$ cat config.mk
export PLATFORM = sky130hd
export DESIGN_NAME = modulo_abastecimento_rolhas_principal
export DESIGN_NICKNAME = d
export VERILOG_FILES = /design/src/rtl/modulo_abastecimento_rolhas_principal_pkg.sv /design/src/rtl/modulo_contador_saturado_up_down.sv /design/src/rtl/modulo_abastecimento_rolhas_principal.sv
export SDC_FILE = /design/constraint.sdc
export NUM_CORES = 1
export LEC_CHECK = 0
export CORE_MARGIN = 5
export CORE_UTILIZATION = 45
export DETAILED_ROUTE_END_ITERATION = 8
export GPL_TIMING_DRIVEN = 0
export PLACE_DENSITY = 0.83
export SYNTH_ARGS = -nofsm -noshare
export SYNTH_HDL_FRONTEND = slang
export SYNTH_SLANG_ARGS = --single-unit
export TNS_END_PERCENT = 30
$ cat constraint.sdc
create_clock -name clk -period 7 [get_ports clk]
set_input_delay 1.4 -clock clk [delete_from_list [all_inputs] [get_ports clk]]
set_output_delay 1.4 -clock clk [all_outputs]
set_load 0.05 [all_outputs]
$ cat src/rtl/modulo_abastecimento_rolhas_principal_pkg.sv
// Shared constants and state encoding for the primary cork reservoir feeder
// and the related cork-limit checkers.
package modulo_abastecimento_rolhas_principal_pkg;

    localparam int WIDTH  = 7;
    localparam int CAP    = 20;
    localparam int LIMIAR = 5;
    localparam int LOTE   = 15;

    typedef enum logic [1:0] {
        OCIOSO = 2'b00,
        ESPERA = 2'b01,
        TRANSF = 2'b10,
        FIM    = 2'b11
    } estado_t;

    // Legal parameter set: threshold within capacity, non-empty batch, all counts fit the width.
    function automatic bit parametros_validos(input int width, input int cap,
                                              input int limiar, input int lote);
        return (limiar <= cap) && (lote >= 1) && (width >= 1) && (width <= 31) &&
               (cap < (1 << width)) && (lote < (1 << width));
    endfunction

endpackage

$ cat src/rtl/modulo_contador_saturado_up_down.sv
// Up/down counter that saturates at 0 and CAP; simultaneous inc and dec hold the value.
module modulo_contador_saturado_up_down #(
    parameter int WIDTH = 7,
    parameter int CAP   = 20
) (
    input  logic             clk,
    input  logic             clr,
    input  logic             inc,
    input  logic             dec,
    output logic [WIDTH-1:0] cnt
);

    localparam logic [WIDTH-1:0] CAP_W = WIDTH'(CAP);

    always_ff @(posedge clk) begin
        if (clr) begin
            cnt <= '0;
        end else if (inc && !dec) begin
            if (cnt < CAP_W) begin
                cnt <= cnt + WIDTH'(1);
            end
        end else if (dec && !inc) begin
            if (cnt != '0) begin
                cnt <= cnt - WIDTH'(1);
            end
        end
    end

endmodule

$ cat src/rtl/modulo_abastecimento_rolhas_principal.sv
// Primary cork reservoir: refills in batches from the secondary buffer when low
// and tracks capping consumption.
module modulo_abastecimento_rolhas_principal
    import modulo_abastecimento_rolhas_principal_pkg::*;
#(
    parameter int WIDTH  = modulo_abastecimento_rolhas_principal_pkg::WIDTH,
    parameter int CAP    = modulo_abastecimento_rolhas_principal_pkg::CAP,
    parameter int LIMIAR = modulo_abastecimento_rolhas_principal_pkg::LIMIAR,
    parameter int LOTE   = modulo_abastecimento_rolhas_principal_pkg::LOTE
) (
    input  logic             clk,
    input  logic             clr,
    input  logic             enable,
    input  logic             consumo,
    input  logic [WIDTH-1:0] sec_disp,
    output logic             sec_dec,
    output logic [WIDTH-1:0] reg_r,
    output logic             ro,
    output logic             min_signal,
    output logic             em_transf,
    output logic [1:0]       estado,
    output logic             erro_underflow
);

    generate
        if (!parametros_validos(WIDTH, CAP, LIMIAR, LOTE)) begin : g_parametros_invalidos
            $error("modulo_abastecimento_rolhas_principal: illegal WIDTH/CAP/LIMIAR/LOTE");
        end
    endgenerate

    localparam logic [WIDTH-1:0] CAP_W    = WIDTH'(CAP);
    localparam logic [WIDTH-1:0] LIMIAR_W = WIDTH'(LIMIAR);
    localparam logic [WIDTH-1:0] LOTE_W   = WIDTH'(LOTE);

    estado_t          estado_q;
    estado_t          estado_d;
    logic [WIDTH-1:0] lote_cnt;
    logic [WIDTH-1:0] lote_d;
    logic             transferir;
    logic             sem_saldo;
    logic             fim_lote;

    // A pulse still in sec_dec has not yet been applied to sec_disp, so it counts against it.
    assign sem_saldo = (sec_disp == '0) || (sec_dec && (sec_disp == WIDTH'(1)));
    assign fim_lote  = (lote_cnt >= LOTE_W) || (reg_r >= CAP_W) || sem_saldo || !enable;

    always_ff @(posedge clk) begin
        if (clr) begin
            estado_q       <= OCIOSO;
            lote_cnt       <= '0;
            sec_dec        <= 1'b0;
            erro_underflow <= 1'b0;
        end else begin
            estado_q <= estado_d;
            lote_cnt <= lote_d;
            sec_dec  <= transferir;
            if (consumo && (reg_r == '0)) begin
                erro_underflow <= 1'b1;
            end
        end
    end

    always_comb begin
        estado_d   = estado_q;
        lote_d     = lote_cnt;
        transferir = 1'b0;
        case (estado_q)
            OCIOSO: begin
                if (enable && (reg_r < LIMIAR_W)) begin
                    estado_d = ESPERA;
                end
            end
            ESPERA: begin
                if (!enable) begin
                    estado_d = OCIOSO;
                end else if (sec_disp != '0) begin
                    estado_d = TRANSF;
                    lote_d   = '0;
                end
            end
            TRANSF: begin
                if (fim_lote) begin
                    estado_d = FIM;
                end else begin
                    transferir = 1'b1;
                    lote_d     = lote_cnt + WIDTH'(1);
                end
            end
            FIM: begin
                estado_d = OCIOSO;
            end
            default: begin
                estado_d = OCIOSO;
            end
        endcase
    end

    always_comb begin
        ro         = (reg_r == '0);
        min_signal = (reg_r < LIMIAR_W);
        em_transf  = (estado_q == TRANSF);
        estado     = estado_q;
    end

    modulo_contador_saturado_up_down #(
        .WIDTH (WIDTH),
        .CAP   (CAP)
    ) u_contador_reg_r (
        .clk (clk),
        .clr (clr),
        .inc (transferir),
        .dec (consumo),
        .cnt (reg_r)
    );

endmodule

### After elaboration in Yosys (flattened, before gate mapping)

Cells that the tools add are included.

| operators by class | value |
|---|---|
| add/subtract/negate cells | 3 |
| $mul | 0 |
| divide/modulo/power cells | 0 |
| magnitude comparators | 4 |
| equality and inequality tests | 11 |
| shift operators | 0 |
| mux-type cells | 15 |
| bitwise gates (word level) | 0 |
| reductions and logical operators | 23 |

Operators with widths:

| operator | count |
|---|---|
| $mux W7 | 7 |
| $add A7 B1 Y7 const B | 2 |
| $logic_not A7 Y1 | 2 |
| $pmux W7 S2 | 1 |
| $reduce_bool A7 Y1 | 2 |
| $ne A2 B2 Y1 const B | 5 |
| $mux W2 | 4 |
| $pmux W2 S4 | 1 |
| $eq A7 B1 Y1 const B | 1 |
| $ge A7 B4 Y1 const B | 1 |
| $ge A7 B5 Y1 const B | 1 |
| $lt A7 B3 Y1 const B | 1 |
| $lt A7 B5 Y1 const B | 1 |
| $sub A7 B1 Y7 const B | 1 |
| $reduce_and A3 Y1 | 2 |
| $reduce_bool A2 Y1 | 3 |
| $logic_and A1 B1 Y1 | 5 |
| $eq A2 B2 Y1 const B | 2 |
| $logic_or A1 B1 Y1 | 4 |
| $reduce_and A4 Y1 | 1 |
| $logic_not A1 Y1 | 3 |
| $ne A3 B3 Y1 const B | 1 |
| $eq A2 B1 Y1 const B | 1 |
| $logic_not A2 Y1 | 1 |
| 2 further kinds | 3 |

| word-level totals | value |
|---|---|
| bits in registers | 18 |
| bits in latches | 0 |
| memory bits (writable) | 0 |
| ROM bits | 0 |
| input port bits | 11 |
| output and inout port bits | 14 |
| word-level logic and storage cells | 61 |
| memories | 0 |

### Depth between registers and ports, before layout

Gate-level depths: netlist of the first run.

| depth | value |
|---|---|
| depth after elaboration | 11 |
| gate-level depth with buffers | 11 |
| mapped depth without buffers | 11 |

### Hierarchy

Synthesis of the first run repeated with hierarchy kept, for this count alone.

| second synthesis, totals | value |
|---|---|
| cell total of the unflattened synthesis | 129 |
| area, all modules | 1154.9 um2 |

Modules (own cells, without submodules):

| module | instances | cells an instance | area each (um2) | sequential area each (um2) |
|---|---|---|---|---|
| modulo_abastecimento_rolhas_principal | 1 | 69 | 616.8 | 220.2 |
| modulo_contador_saturado_up_down | 1 | 60 | 538.0 | 140.1 |

### Least setup slack after synthesis of the first run

Ideal clock, no wire load.

| path | value |
|---|---|
| kind | in2reg |
| from | input sec_disp[1] |
| to | register u_contador_reg_r.cnt[6] |
| library setup time | 0.121 ns |
| arrival time | 3.690 ns |
| data required time | 6.879 ns |
| slack | 3.189 ns |
| stages on the path | 10 |
| path buffers | 0 |
| cells stage by stage | nor4_4 -> nand3_2 -> nand3_4 -> clkinv_4 -> fa_1 -> nor2b_1 -> o21ai_0 -> o21ai_0 -> mux2i_4 -> mux2_4 |

| on the way | value |
|---|---|
| word-level cells in the longest chain between the ends | 11 |
| elaborated cells between the ends (all ways) | 16 |
| classes of those cells | eq/ne: 2; mux: 3; reduce/logical: 11 |

Ends and longest elaborated chain:

| element | RTL line | text |
|---|---|---|
| start, declared | modulo_abastecimento_rolhas_principal.sv:15 | `input logic [WIDTH-1:0] sec_disp,` |
| $eq A7 B1 Y1 | modulo_abastecimento_rolhas_principal.sv:44 | `assign sem_saldo = (sec_disp == '0) \|\| (sec_dec && (sec_disp == WIDTH'(1)));` |
| $logic_and A1 B1 Y1 | modulo_abastecimento_rolhas_principal.sv:44 |  |
| $logic_or A1 B1 Y1 (*) | modulo_abastecimento_rolhas_principal.sv:44 |  |
| $logic_or A1 B1 Y1 (*) (2 in series) | modulo_abastecimento_rolhas_principal.sv:45 | `assign fim_lote = (lote_cnt >= LOTE_W) \|\| (reg_r >= CAP_W) \|\| sem_saldo \|\| !enable;` |
| $mux W1 (*) | modulo_abastecimento_rolhas_principal.sv:82 | `if (fim_lote) begin` |
| $mux W1 (*) | modulo_abastecimento_rolhas_principal.sv:67 | `case (estado_q)` |
| $logic_not A1 Y1 | modulo_contador_saturado_up_down.sv:22 | `end else if (dec && !inc) begin` |
| $logic_and A1 B1 Y1 | modulo_contador_saturado_up_down.sv:22 |  |
| $reduce_bool A2 Y1 (no source line) | - |  |
| $reduce_and A3 Y1 (no source line) | - |  |
| end signal, assigned | modulo_contador_saturado_up_down.sv:20 | `cnt <= cnt + WIDTH'(1);` |
| end signal, assigned | modulo_contador_saturado_up_down.sv:24 | `cnt <= cnt - WIDTH'(1);` |
| end, declared | modulo_contador_saturado_up_down.sv:10 | `output logic [WIDTH-1:0] cnt` |

Mark *: on every way between the ends. The rest lies on a longest branch, timed or not.
A chain may end at the register's enable or synchronous reset.

### Worst setup path after layout of the first run

| path | value |
|---|---|
| from | input enable |
| to | register u_contador_reg_r.cnt[6] |

| on the way | value |
|---|---|
| word-level cells in the longest chain between the ends | 8 |
| elaborated cells between the ends (all ways) | 12 |
| classes of those cells | eq/ne: 1; mux: 3; reduce/logical: 8 |

Ends and longest elaborated chain:

| element | RTL line | text |
|---|---|---|
| start, declared | modulo_abastecimento_rolhas_principal.sv:13 | `input logic enable,` |
| $logic_not A1 Y1 (*) | - |  |
| $logic_or A1 B1 Y1 (*) | modulo_abastecimento_rolhas_principal.sv:45 |  |
| $mux W1 (*) | modulo_abastecimento_rolhas_principal.sv:82 |  |
| $mux W1 (*) | modulo_abastecimento_rolhas_principal.sv:67 |  |
| $logic_not A1 Y1 | modulo_contador_saturado_up_down.sv:22 |  |
| $logic_and A1 B1 Y1 | modulo_contador_saturado_up_down.sv:22 |  |
| $reduce_bool A2 Y1 (no source line) | - |  |
| $reduce_and A3 Y1 (no source line) | - |  |

Marked as above.

==> flow_summary.json, run 1 <==
{
  "worst_pin_slew_ns": 0.525,
  "synth-seq-cells": 18,
  "cts_hold_buf": 0,
  "clk_pin_slew_ns": 0.11,
  "synth_edf_count": 0,
  "postCtsSetupBuffers": 0,
  "dieArea_um2": 3780,
  "critPathMaxFanout": 11,
  "end_kind": "flip-flop",
  "coreArea_um2": 2500,
  "gp_congestion": 0.937,
  "crit_arrival_ns": 4.48,
  "synth-xor-area-share_pct": 0.735,
  "synthTopCellsByArea": "dfxtp_1, ha_1, a21oi_1",
  "wl_per_cell_um": 14.0,
  "hold_path_class": "reg2reg",
  "cts_buffers": 3,
  "final_common_cell": "clkdlybuf4s50_1",
  "finalNetCount": 177,
  "min_path_cells": 2,
  "reg2regPathDepth": 11,
  "cts_sinks": 18,
  "report.final.slew_viol_count": 0,
  "skew_ns": 0.00404,
  "path_cells": "clkdlybuf4s50_1 > nor4b_1 > o2111a_2 > nand3_4 > ha_1 > nor2b_1 > o21ai_0 > o21ai_0 > mux2i_4 > mux2_4",
  "maxCapViolCount": 0,
  "clk_latency_ns": 0.30,
  "htree_levels": 1,
  "start_util_pct": 47.6,
  "drc_errors": 0,
  "finalSetupTns_ns": 0,
  "antenna_cells": 0,
  "syn_to_final_growth_pct": 26.4,
  "cp_data_required_time_ns": 7.20,
  "ant_nets": 0,
  "cp_common_cell": "o21ai_0",
  "synth_top_family_by_area": "simple AND/OR/NAND/NOR gates",
  "pin_count": 25,
  "post-route-period-util_pct": 61.2,
  "grt_max_degree": 12,
  "p_per_area_nw_per_um2": 471,
  "synthCells": 129,
  "synth.top_cell.area_share_pct": 30.3,
  "yosysSeqAreaShare_pct": 30.3,
  "clock_path_buffers": 2,
  "vias": 1102,
  "grt_pass1_vias": 1076,
  "first_pass_iters": 4,
  "die_w_um": 61.5,
  "hold_slack_ns": 0.481,
  "cts_tree": "yes",
  "rsz0062_at_grt": "no",
  "outcome": "finished clean",
  "cts_root_buf": "clkbuf_4",
  "synth.area.mux_share_pct": 4.10,
  "synth_nets": 148,
  "synth_compound_area_share_pct": 25.2,
  "cts_resized": 0,
  "drtIter0Drc": 52,
  "synthAdderAreaFrac_pct": 9.03,
  "crit_type": "in2reg",
  "rows": 18,
  "yosysWarnings": 0,
  "io_buffers": 24,
  "dp_hpwl_um": 2070,
  "min_period_ns": 4.28,
  "p_leak_nw": 0.553,
  "netlist_area_um2": 1190,
  "drt-total-wl_um": 2620,
  "via_per_inst": 5.89,
  "antenna_found_initial": 0,
  "syn_area_per_cell_um2": 9.23,
  "finalSetupViolations": 0,
  "synth-simple-area-share_pct": 27.4,
  "async_flop_share_pct": 0,
  "vdd_drop_max_uv": 328,
  "synthFlopType": "dfxtp_1",
  "grt_overflow_total": 0,
  "grt_usage_pct": 16.2,
  "hold_viol": 0,
  "die_h_um": 61.5,
  "final_cell_mix": "clkdlybuf4s50_1, dfxtp_1, a21oi_1",
  "relSlewSlack_pct": 65.0,
  "grt_pass1_wl_um": 4650,
  "slowest_delay_ns": 0.50,
  "synth_top_cell_by_area": "dfxtp_1",
  "synth.distinct_cells": 49,
  "worst_path_max_delay_cell": "clkdlybuf4s50_1",
  "fmax_ghz": 0.233,
  "start_kind": "input port",
  "drive_gt1_share_pct": 14.0
}
==> synth_stat cells (2+ instances only) <==
cell type   n
or2_2       2
and3_1      2
and2_1      2
nand2_1     4
a211o_1     2
a21oi_1    12
o311a_1     2
nor2b_1     3
nor2_1     10
nand3_1     5
or3_1       2
nor4b_1     2
dfxtp_1    18
nor3_1      5
nand4_1     3
ha_1        7
o21a_1      5
inv_1       7
o21ai_0     6
==> worst max-delay path, delay by kind of cell <==
family	cells	cell delay, ns
compound gates	3	0.91
simple gates	3	0.71
mux	2	0.61
buf+inv	1	0.50
fa+ha+maj	1	0.34
==> cell families after synthesis <==
kind of cell,after synthesis
AOI/OAI and AO/OA,40
xor gates and xnor gates,1
adders and majority gates,8
buffers and inverters,9
DFF,18
muxes,3
and+or+nand+nor,50
==> power breakdown <==
part | switching, mW | total, mW | internal, mW
Clock | 0.0340 | 0.0657 | 0.0317
Sequential | 0.0323 | 0.159 | 0.127
Combinational | 0.287 | 0.483 | 0.196
Total | 0.353 | 0.708 | 0.355
==> per-layer routing <==
layer / track usage, % / routed length (um)
met1: 19.7 / 1150
met2: 27.6 / 1240
met3: 4.19 / 178
met4: 5.76 / 51
met5: 0 / 0
==> flip-flops by register name, summed over array words and instances, names as in the netlist, named ones only <==
register and flops:
u_contador_reg_r.cnt 7, estado 1, lote_cnt 7, sec_dec 1, erro_underflow 1
==> path summary, 6_finish.rpt <==
check | start | to | slack [ns]
hold reg to reg | erro_underflow | erro_underflow | 0.48
setup reg to reg | lote_cnt[0] | u_contador_reg_r.cnt[6] | 3.83
setup / recovery | enable | u_contador_reg_r.cnt[6] | 2.72
hold / removal | erro_underflow | erro_underflow | 0.48
==> layout make-up <==
type	count	area, um^2
Sequential cell	18	360
Fill cell	213	995
Buffer	1	3.75
Clock buffer	4	36.3
Tap cell	30	37.5
Multi-Input combinational cell	102	792
Timing Repair Buffer	24	240
Inverter	8	35.0
==> per-stage QoR <==
step | instances | util (%) | worst slack (ns) | total power [mW] | area (um^2)
after global placement | 183 | 58.8 | 2.43 | 0.634 | 1470
after floorplan | 129 | - | 3.19 | 0.523 | 1190
after detailed placement | 183 | 58.8 | 2.39 | 0.644 | 1470
after CTS | 187 | 60.2 | 2.71 | 0.712 | 1510
after global routing | 187 | 60.2 | 2.54 | 0.759 | 1510
final | 187 | 60.2 | 2.72 | 0.708 | 1510
No activity file was read; power rests on OpenSTA's default activity.
==> run 2, diff against run 1 <==
==> constraint.sdc (replaced) <==
create_clock -name clk -period 4.22 [get_ports clk]
set_input_delay 0.844 -clock clk [delete_from_list [all_inputs] [get_ports clk]]
set_output_delay 0.844 -clock clk [all_outputs]
set_load 0.05 [all_outputs]
==> results of run 2 <==
Same layout as run 1 (identical final DEF). Status: finished clean.
Main changes from that run: setup slack after placement 2.39 ns -> 0.166 ns; setup slack after layout 2.72 ns -> 0.491 ns; register-to-register setup slack 3.83 ns -> 1.05 ns; total power 0.708 mW -> 1.17 mW; worst IR drop on VDD 328 uV -> 545 uV
==> run 3, diff against run 2 <==
--- a/config.mk
+++ b/config.mk
@@ -10,6 +10,7 @@
 export DETAILED_ROUTE_END_ITERATION = 8
 export GPL_TIMING_DRIVEN = 0
 export PLACE_DENSITY = 0.83
+export SETUP_SLACK_MARGIN = 0.15
 export SYNTH_ARGS = -nofsm -noshare
 export SYNTH_HDL_FRONTEND = slang
 export SYNTH_SLANG_ARGS = --single-unit
==> results of run 3 <==
Same layout as run 1 (identical final DEF). Status: finished clean.
Main changes from that run: setup slack after placement 2.39 ns -> 0.166 ns; setup slack after layout 2.72 ns -> 0.491 ns; register-to-register setup slack 3.83 ns -> 1.05 ns; total power 0.708 mW -> 1.17 mW; worst IR drop on VDD 328 uV -> 545 uV
==> RTL change: new RTL, settings of run 2 <==
`WIDTH` is set to 7 in 2 places; all go to 5.
--- a/src/rtl/modulo_abastecimento_rolhas_principal_pkg.sv
+++ b/src/rtl/modulo_abastecimento_rolhas_principal_pkg.sv
@@ -2,7 +2,7 @@
 // and the related cork-limit checkers.
 package modulo_abastecimento_rolhas_principal_pkg;
 
-    localparam int WIDTH  = 7;
+    localparam int WIDTH  = 5;
     localparam int CAP    = 20;
     localparam int LIMIAR = 5;
     localparam int LOTE   = 15;
--- a/src/rtl/modulo_contador_saturado_up_down.sv
+++ b/src/rtl/modulo_contador_saturado_up_down.sv
@@ -1,6 +1,6 @@
 // Up/down counter that saturates at 0 and CAP; simultaneous inc and dec hold the value.
 module modulo_contador_saturado_up_down #(
-    parameter int WIDTH = 7,
+    parameter int WIDTH = 5,
     parameter int CAP   = 20
 ) (
     input  logic             clk,
Interface: changed (resized reg_r and sec_disp); port bits go from 25 to 21. The function was not compared with the original's and may differ.
==> RTL change against run 2 <==
- sequential cell count down 4
- area after synthesis down 28%
- maximum frequency up 5.4%
- worst setup slack better by 0.19 ns
- wire length down 22%
- total power down 29%
- final area down 26%
- clock skew up 0.0070 ns
- sequential power down 23%
- critical endpoint is now u_contador_reg_r.cnt[4]
- largest cell class unchanged
- highest routed layer unchanged
==> RTL change: results (changes against run 2) <==
n_fill_cell: 150  # was 213
hold_start: "lote_cnt[4]"  # was erro_underflow
netlist_top_cells_area: "dfxtp_1, ha_1, a21oi_1, nor2_1, nor4_1"  # was dfxtp_1, ha_1, a21oi_1, nor2_1, o21a_1
cts_buffer_depth: 2  # unchanged
reg_top3: "lote_cnt (5), u_contador_reg_r.cnt (5)"  # was lote_cnt (7), u_contador_reg_r.cnt (7)
hold_slack_ns: 0.467  # was 0.481 ns
place_congestion: 0.835  # was 0.937
post_cts_buffers: 0  # unchanged
synth_top_area_share_pct: 32.5  # was 30.3%
grt_start_max_net_pins: 11  # was 12
min_to: "lote_cnt[4]"  # was erro_underflow
ys_seq_elements: 14  # was 18
path_clk_slew_ns: 0.09  # was 0.11 ns
reg2reg_slack_ns: 0.77  # was 1.05 ns
status: "completed"  # unchanged
grt_usage_pct: 15.5  # was 16.2%
crit_fanout: 5  # was 11
dpl.cell_count: 141  # was 183
hpwl_mm: 1.58  # was 2.07 mm
finalClockSkew_ns: 0.0110  # was 0.00404 ns
synth_flop_cell: "dfxtp_1"  # unchanged
worstPathArrival_ns: 3.72  # was 3.93 ns
leakage_nw: 0.441  # was 0.553 nW
async_flop_share_pct: 0  # unchanged
r2r_cells: 11  # unchanged
port_buffers: 19  # was 24
drive_gt1_share_pct: 7.50  # was 14.0%
worst_pin_slew_ns: 0.613  # was 0.525 ns
synth_fp_nets: 112  # was 148
grt_pass1_wl_mm: 3.26  # was 4.65 mm
ir_drop_mv: 0.588  # was 0.545 mV
first_global_vias: 794  # was 1076
wl_per_cell_um: 14.1  # was 14.0 um
dpl_worst_slack_ns: 0.413  # was 0.166 ns
ys_types: 41  # was 49
r2r_end: "u_contador_reg_r.cnt[4]"  # was u_contador_reg_r.cnt[6]
seq_area_frac_synth_pct: 32.5  # was 30.3%
final_nets: 136  # was 177
via_per_inst: 5.83  # was 5.89
yosys-top-cells-count: "dfxtp_1, a21oi_1, nor2_1, nand2_1, ha_1"  # was dfxtp_1, a21oi_1, nor2_1, ha_1, inv_1
netlist_instances: 97  # was 129
drtPass1Iterations: 4  # unchanged
wl_mm: 2.05  # was 2.62 mm
dr.first_iter.drc_count: 16  # was 52
==> RTL change: how the worst max path moves through the flow <==
| stage | cells past startpoint | endpoint | slack [ns] | from |
|---|---|---|---|---|
| finish | 10 | u_contador_reg_r.cnt[4] | 0.68 | enable |
| global route | 10 | u_contador_reg_r.cnt[4] | 0.57 | enable |
| CTS | 10 | u_contador_reg_r.cnt[4] | 0.71 | enable |
| detailed placement | 10 | u_contador_reg_r.cnt[4] | 0.41 | enable |
| global placement | 10 | u_contador_reg_r.cnt[4] | 0.43 | enable |
| floorplan | 5 | u_contador_reg_r.cnt[0] | 0.75 | u_contador_reg_r.cnt[0] |
==> RTL change: power breakdown <==
group / switching (mW) / leakage, nW / internal (mW) / total [mW]
logic: 0.333 / 0.306 / 0.206 / 0.539
clock network: 0.0445 / 0.0210 / 0.0526 / 0.0971
registers: 0.0412 / 0.114 / 0.163 / 0.204
==> RTL change: layout make-up <==
class	instances	area (um^2)	share of cell area, %
flip-flops and latches	14	280	25.0
clock buffers	4	36.3	3.24
repair buffers	19	190	17.0
well taps	25	31.3	2.79
multi-input cells	77	561	50.0
inverters	4	15.0	1.34
plain buffers	2	7.51	0.670
==> RTL change: layer usage <==
| layer | GRT usage, % | share of wire (%) | vias to the layer above |
|---|---|---|---|
| li1 | - | - | 416 |
| met1 | 17.4 | 42 | 391 |
| met2 | 27.2 | 48 | 34 |
| met3 | 5.82 | 9.0 | 4 |
| met4 | 3.83 | 0.98 | 0 |
| met5 | 0 | 0 | - |
==> RTL change: kinds of logic (layout without fill, tap and decap cells) <==
| family | Yosys count | after routing | synth area share (%) |
|---|---|---|---|
| AO/OA/AOI/OAI | 27 | 27 | 23.5 |
| multiplexers | 3 | 3 | 4.20 |
| XOR/XNOR | 3 | 3 | 3.04 |
| adder cells (fa/ha/maj) | 6 | 6 | 9.57 |
| AND/OR/NAND/NOR | 38 | 38 | 24.6 |
| buffers and inverters | 6 | 29 | 2.61 |
| flip-flops | 14 | 14 | 32.5 |
==> RTL change: worst max-delay path, stage by stage <==
cell and delay, ns:
clkdlybuf4s50_1 0.51, nand2b_1 0.09, or4_4 0.43, or3_1 0.43, fa_1 0.43, a21o_1 0.18, a21oi_1 0.18, nor4_1 0.07
a31oi_1 0.21, mux2_1 0.34
